[src/rtl/bitrev_perm_engine.sv]
// In-place bit-reversal permutation engine: walks a single-port coefficient RAM
// and swaps mem[i] with mem[rev(i)] for every i < rev(i).
module bitrev_perm_engine #(
    parameter int unsigned LOG_N  = 9,
    parameter int unsigned DATA_W = 14
) (
    input  logic              clk,
    input  logic              rst_n,
    input  logic              start,
    output logic              busy,
    output logic              done,
    output logic [LOG_N-1:0]  swap_cnt,
    output logic [LOG_N-1:0]  mem_addr,
    output logic              mem_re,
    input  logic [DATA_W-1:0] mem_rdata,
    output logic              mem_we,
    output logic [DATA_W-1:0] mem_wdata
);

    localparam logic [LOG_N-1:0] LAST_IDX = '1;

    typedef enum logic [2:0] {
        IDLE,
        SCAN,
        RD_A,
        RD_B,
        CAP,
        WR_A,
        WR_B,
        DONE
    } state_t;

    state_t              state_q, state_d;
    logic [LOG_N-1:0]    i_q, i_d;
    logic [LOG_N-1:0]    i_rev;
    logic [DATA_W-1:0]   a_reg, a_d;
    logic [DATA_W-1:0]   b_reg, b_d;
    logic [LOG_N-1:0]    cnt_d;
    logic [LOG_N-1:0]    addr_d;
    logic [DATA_W-1:0]   wdata_d;
    logic                busy_d, done_d, re_d, we_d;

    function automatic logic [LOG_N-1:0] rev(input logic [LOG_N-1:0] x);
        logic [LOG_N-1:0] r;
        r = '0;
        for (int unsigned k = 0; k < LOG_N; k++) begin
            r[k] = x[LOG_N-1-k];
        end
        return r;
    endfunction

    assign i_rev = rev(i_q);

    // Next state plus next values of every register; outputs are decoded from
    // the next state so they line up with the state they belong to.
    always_comb begin
        state_d = state_q;
        i_d     = i_q;
        a_d     = a_reg;
        b_d     = b_reg;
        cnt_d   = swap_cnt;
        addr_d  = mem_addr;
        wdata_d = mem_wdata;

        case (state_q)
            IDLE: begin
                if (start) begin
                    state_d = SCAN;
                    i_d     = '0;
                    cnt_d   = '0;
                end
            end
            SCAN: begin
                if (i_q < i_rev) begin
                    state_d = RD_A;
                end else if (i_q == LAST_IDX) begin
                    state_d = DONE;
                end else begin
                    i_d = i_q + LOG_N'(1);
                end
            end
            RD_A: state_d = RD_B;
            RD_B: begin
                a_d     = mem_rdata;
                state_d = CAP;
            end
            CAP: begin
                b_d     = mem_rdata;
                state_d = WR_A;
            end
            WR_A: state_d = WR_B;
            WR_B: begin
                cnt_d   = swap_cnt + LOG_N'(1);
                i_d     = i_q + LOG_N'(1);
                state_d = SCAN;
            end
            DONE:    state_d = IDLE;
            default: state_d = IDLE;
        endcase

        busy_d = (state_d != IDLE) && (state_d != DONE);
        done_d = (state_d == DONE);
        re_d   = (state_d == RD_A) || (state_d == RD_B);
        we_d   = (state_d == WR_A) || (state_d == WR_B);

        // i is stable across RD_A..WR_B, so the current i addresses the pair
        case (state_d)
            RD_A: addr_d = i_q;
            RD_B: addr_d = i_rev;
            WR_A: begin
                addr_d  = i_q;
                wdata_d = b_d;
            end
            WR_B: begin
                addr_d  = i_rev;
                wdata_d = a_reg;
            end
            default: ;
        endcase
    end

    always_ff @(posedge clk) begin
        if (!rst_n) begin
            state_q   <= IDLE;
            i_q       <= '0;
            a_reg     <= '0;
            b_reg     <= '0;
            swap_cnt  <= '0;
            mem_addr  <= '0;
            mem_wdata <= '0;
            busy      <= 1'b0;
            done      <= 1'b0;
            mem_re    <= 1'b0;
            mem_we    <= 1'b0;
        end else begin
            state_q   <= state_d;
            i_q       <= i_d;
            a_reg     <= a_d;
            b_reg     <= b_d;
            swap_cnt  <= cnt_d;
            mem_addr  <= addr_d;
            mem_wdata <= wdata_d;
            busy      <= busy_d;
            done      <= done_d;
            mem_re    <= re_d;
            mem_we    <= we_d;
        end
    end

endmodule
[config.mk]
export PLATFORM = sky130hd
export DESIGN_NAME = bitrev_perm_engine
export DESIGN_NICKNAME = d
export VERILOG_FILES = /design/src/rtl/bitrev_perm_engine.sv
export SDC_FILE = /design/constraint.sdc
export NUM_CORES = 1
export LEC_CHECK = 0
export CORE_MARGIN = 3
export CORE_UTILIZATION = 47
export DETAILED_ROUTE_END_ITERATION = 8
export PLACE_DENSITY = 0.75
export RECOVER_POWER = 50
export SLEW_MARGIN = 20
export SYNTH_ARGS = -nofsm -noshare
export SYNTH_HDL_FRONTEND = slang
export SYNTH_SLANG_ARGS = --single-unit
[constraint.sdc]
create_clock -name clk -period 2.2 [get_ports clk]
set_input_delay 0.22 -clock clk [delete_from_list [all_inputs] [get_ports clk]]
set_output_delay 0.22 -clock clk [all_outputs]
set_load 0.02 [all_outputs]
* Word level (Yosys, flattened, before mapping)
Cells that the tools add are included.
Storage, ports and cells: register bits 76, input port bits 17
Cells by class: add/subtract/negate cells 2, order comparisons 1, equal/unequal tests 17, mux-type cells 12, reduce and logical (&&, ||, !) cells 13
Operator list (number):
- 9-bit case mux with 2 select lines | 2
- 14-bit case mux with 2 select lines | 1
- 9-bit two-way mux | 3
- 9-bit case mux with 3 select lines | 1
- 3-bit case mux with 8 select lines | 1
- 3-bit equality test (second input constant) | 7
- 9-bit by 1-bit adder with 9-bit output (second input constant) | 2
- 14-bit two-way mux | 1
- 3-bit by 2-bit equality test with 1-bit output (second input constant) | 4
- 9-bit equality test (second input constant) | 1
- 9-bit less-than comparator | 1
- 3-bit two-way mux | 3
- 2-bit != test (second input constant) | 3
- 2-bit nonzero test | 3
- 3-bit nonzero test | 2
- 4-bit AND reduction | 1
- 2-bit OR reduction | 2
- 3-bit by 1-bit equality test with 1-bit output (second input constant) | 1
- 3-bit zero test | 1
- 3-bit != test (second input constant) | 1
- 1-bit logical OR | 2
- 2-bit AND reduction | 1
- 1-bit logical AND | 1

* Logic depth before layout (Yosys ltp)
depth after elaboration 7, gate-level depth with buffers 8, depth with buffers taken out 8

* Worst setup path after synthesis
No wires, ideal clock.
kind flip-flop to flip-flop, from register i_q[3], to register i_q[3], data arrival time 2.037 ns, path slack 0.091 ns, cell stages (with the launch flop) 9, path buffers 0, clock period less this slack 2.109 ns, path through dfxtp_1 and3_1 and3_1 and3_1 ha_1 nor2_1 o211ai_4 a2111oi_2 mux2i_1
Between the ends: longest elaborated chain between the ends 4, elaborated cells on any way between the ends 9, those cells by class add/sub: 1; order compare: 1; eq/ne: 3; mux: 3; reduce/logical: 1
RTL lines:
- start: declaration | line 34 | logic [LOG_N-1:0] i_q, i_d;
- start signal: assignment | line 137 | i_q <= i_d;
- 9-bit by 1-bit adder with 9-bit output | line 79, 94
- 9-bit two-way mux | line 76 | end else if (i_q == LAST_IDX) begin
- 9-bit two-way mux | line 74 | if (i_q < i_rev) begin
- 9-bit case mux with 3 select lines | line 65 | case (state_q)
Several ways; a longest one is shown, not always the timed one. The select of a mux whose other input is x is not followed. A chain may end at the register's enable or synchronous reset.

* Worst setup path in the final report
from register i_q[2], to register i_q[3]
The elaborated chain is that of the path after synthesis.

==> impl_metrics.csv <==
group,metric,value,unit
timing,hold_viol,0,
worst_setup_path,reg2reg_slack,0.10,ns
floorplanning,start_util,0.502,
timing,rsz0062_at_grt,"yes",
synthesis,synth_top_cells_by_area,"dfxtp_1 40%, nand2_1 8.3%, mux2i_1 7.8%",
floorplanning,die_area,7550,sq um
synthesis,async_flop_share,0,
min_path,holdCritStartpoint,"mem_addr[1]",
floorplanning,rows,28,
clock_tree,cts_setup_buffers,0,
timing,fin_hold_ws,0.458,ns
worst_setup_path,arrival,2.36,ns
placed_design,dpl.cell_count,462,
detailed_routing,post_drt_wl_per_cell,14.7,um
synthesis,avgSynthCellArea,9.02,sq um
worst_setup_path,r2r_cells,8,
synthesis,synth-main-ff-cell,"dfxtp_1",
final_layout,num-nets-final,426,
timing,worst_pin_slew,0.545,ns
detailed_routing,viasPerCell,5.49,
timing,slew_headroom,0.636,
grt,grt_overflow,0,
min_path,hp-class,"register to register",
floorplanning,ios,53,
timing,drv_slew,0,
grt,grt_antenna_before_repair,0,
synthesis,syn_nets,369,
clock_tree,cts_num_sinks,62,
worst_setup_path,timing.rr.start,"i_q[2]",
grt,grt_max_degree,36,
job,drv_cap,0,
detailed_routing,drt-total-wl,7.05,mm
worst_setup_path,critPathLaunch,"i_q[2]",
worst_setup_path,worst_setup_path_end_kind,"register",
placed_design,hpwl,4.93,mm
clock_tree,clockBufferDepth,2,
min_path,holdPathEnd,"mem_addr[1]",
synthesis,netlist.area_leader.share,0.403,
grt,track_usage,0.200,
detailed_routing,firstDrtPassIters,4,
floorplanning,dieWidth,86.9,um
worst_setup_path,crit_path_max_incr_delay,0.38,ns
worst_setup_path,worst-path-max-fanout,6,
status,status,"complete, no violations",
clock_tree,clockRootBuffer,"clkbuf_8",
synthesis,syn_inst,341,
worst_setup_path,cp_common_cell,"and3_1",
grt,grt_pass1_vias,2640,
worst_setup_path,crit_type,"register to register",
power_and_ir_drop,power.density,608,nW/um^2
worst_setup_path,reg2reg_to,"i_q[3]",
clock_tree,cts_buffers,9,
floorplanning,die_y,86.9,um
synthesis,synth_cell_type_count,49,
worst_setup_path,worstPathCellList,"and3_1 > and3_1 > and3_1 > ha_1 > nor2_4 > o211ai_4 > a2111oi_4 > mux2i_1",
clock_tree,h-tree-depth,3,
clock_tree,clkLatencyLatePin,0.34,ns
clock_tree,hold_buffers,0,
clock_tree,clkTransAtPathRegs,0.07,ns
synthesis,synth_edf_count,0,
final_layout,layoutNonFillerInstCount,478,
worst_setup_path,slowest_stage,"a2111oi_4",
final_layout,insertedDiodeCount,0,
power_and_ir_drop,p_leak,0.00175,uW
final_layout,n_fill_cell,522,
placed_design,gp_congestion,0.902,
synthesis,syn_area,3080,sq um
clock_tree,tritoncts,"done",
synthesis,ys_seq_elements,62,
final_layout,regArea,1240,sq um
final_layout,final_util,0.639,
detailed_routing,vias,2626,
timing,period_minus_slack,2.10,ns
final_layout,multi_input_area,1720,sq um
synthesis,seq_area_frac_synth,0.403,
timing,setup_tns,0,ns
synthesis,synth_warnings,0,
power_and_ir_drop,peakVddDrop,0.347,mV
timing,period_share,0.954,
min_path,whs_path_depth,2,
grt,grt_pass1_wl,12.2,mm
floorplanning,core_area,6130,sq um
final_layout,drive_gt1_frac,0.119,
placed_design,io_buffers,52,
worst_setup_path,critical_path_required,2.47,ns
timing,fmax,477,MHz
detailed_routing,ant_nets,0,
final_layout,synthToLayoutAreaGrowth,27.2,%
synthesis,synth_top_cell_by_area,"dfxtp_1",
worst_setup_path,crit_path_start_kind,"register",
detailed_routing,drt_iter0_markers,122,
timing,skew,0.00722,ns
timing,setup_viol,0,
detailed_routing,drcViolationCount,0,
Yosys cell counts (2+ instances only):
cell type,number
nor2_1,11
nor2b_1,3
mux2i_1,24
o211ai_1,6
nand2_1,68
a21boi_1,3
or3_1,2
and2_1,6
inv_1,9
a31o_2,2
ha_1,11
a21oi_1,14
a21boi_0,15
nand3_1,17
and3_1,4
o211a_1,20
dfxtp_1,62
o21ai_0,8
buf_6,3
nand4_1,2
clkbuf_1,11
buf_4,3
o21ai_1,5
buf_2,5
nor3_1,3
worst max path at each step:
stage | end | slack (ns) | cells past startpoint
after floorplan | i_q[3] | 0.09 | 8
after global placement | i_q[3] | 0.06 | 8
after detailed placement | i_q[3] | -0.006 | 8
after CTS | i_q[3] | 0.02 | 7
after global routing | i_q[7] | -0.07 | 8
final | i_q[3] | 0.10 | 8
layout by cell type (no fill, tap or decap), types with 2 or more instances in the layout:
cell type | netlist | routed
a21boi_1 | 3 | 3
and2_1 | 6 | 6
buf_4 | 3 | 14
a31o_2 | 2 | 2
o211ai_1 | 6 | 6
dfxtp_2 | 0 | 2
nor2_1 | 11 | 10
nor4b_4 | 1 | 2
or3_1 | 2 | 2
nand4_1 | 2 | 2
ha_1 | 11 | 11
nor2b_1 | 3 | 3
clkdlybuf4s50_1 | 0 | 21
o21ai_0 | 8 | 8
dfxtp_1 | 62 | 60
and3_1 | 4 | 4
mux2i_1 | 24 | 24
a21oi_1 | 14 | 14
nand2_1 | 68 | 68
clkinv_2 | 0 | 3
a21boi_0 | 15 | 15
inv_1 | 9 | 9
nor3_1 | 3 | 3
clkbuf_8 | 0 | 10
dlygate4sd3_1 | 0 | 31
nand3_1 | 17 | 17
o211a_1 | 20 | 20
clkbuf_1 | 11 | 2
o21ai_1 | 5 | 5
area by class of cell:
| type | instances | share of cell area |
|---|---|---|
| sequential | 62 | 0.318 |
| multi-input combinational | 247 | 0.440 |
| clock inverter | 4 | 0.00575 |
| timing repair buffer | 68 | 0.166 |
| clock buffer | 12 | 0.0371 |
| inverter | 10 | 0.00959 |
| tap | 75 | 0.0240 |
metrics by stage:
| stage | instance area, sq um | setup slack (ns) | power (uW) |
|---|---|---|---|
| after floorplan | 3080 | 0.0914 | 1410 |
| after global placement | 3700 | 0.0564 | 1520 |
| after detailed placement | 3700 | -0.00631 | 1530 |
| after CTS | 3870 | 0.0218 | 2400 |
| after global routing | 3920 | -0.0653 | 2490 |
| final | 3920 | 0.102 | 2380 |
power by group:
part | internal, uW | total (uW) | switching (uW)
sequential | 1150 | 1170 | 18.4
clock | 434 | 872 | 438
combinational | 151 | 341 | 190
total | 1730 | 2380 | 647
critical path, delay by kind of cell (launching register included):
kind,cells,cell delay (ns)
compound gates,2,0.52
fa+ha+maj,1,0.23
flops,1,0.36
mux,1,0.20
simple gates,4,0.72
metal layers:
| metal | GRT usage | part of all wire | vias up |
|---|---|---|---|
| met1 | 0.263 | 0.45 | 1230 |
| li1 | - | - | 1321 |
| met3 | 0.0426 | 0.044 | 15 |
| met2 | 0.308 | 0.48 | 60 |
| met5 | 0 | 0 | - |
| met4 | 0.103 | 0.025 | 0 |
cell families after synthesis:
group,synth area share
fa+ha+maj,0.0447
compound gates,0.222
xor+xnor,0.00285
flops,0.403
simple gates,0.196
buf+inv,0.0520
mux,0.0781
timing repair:
item / in CTS / in global routing
endpoints found under the setup margin: 1 / 12
gates resized for setup: 1 / 8
pin swaps: 0 / 1
endpoints found under the hold margin: 0 / 0
No activity file was read; power rests on OpenSTA's default activity.
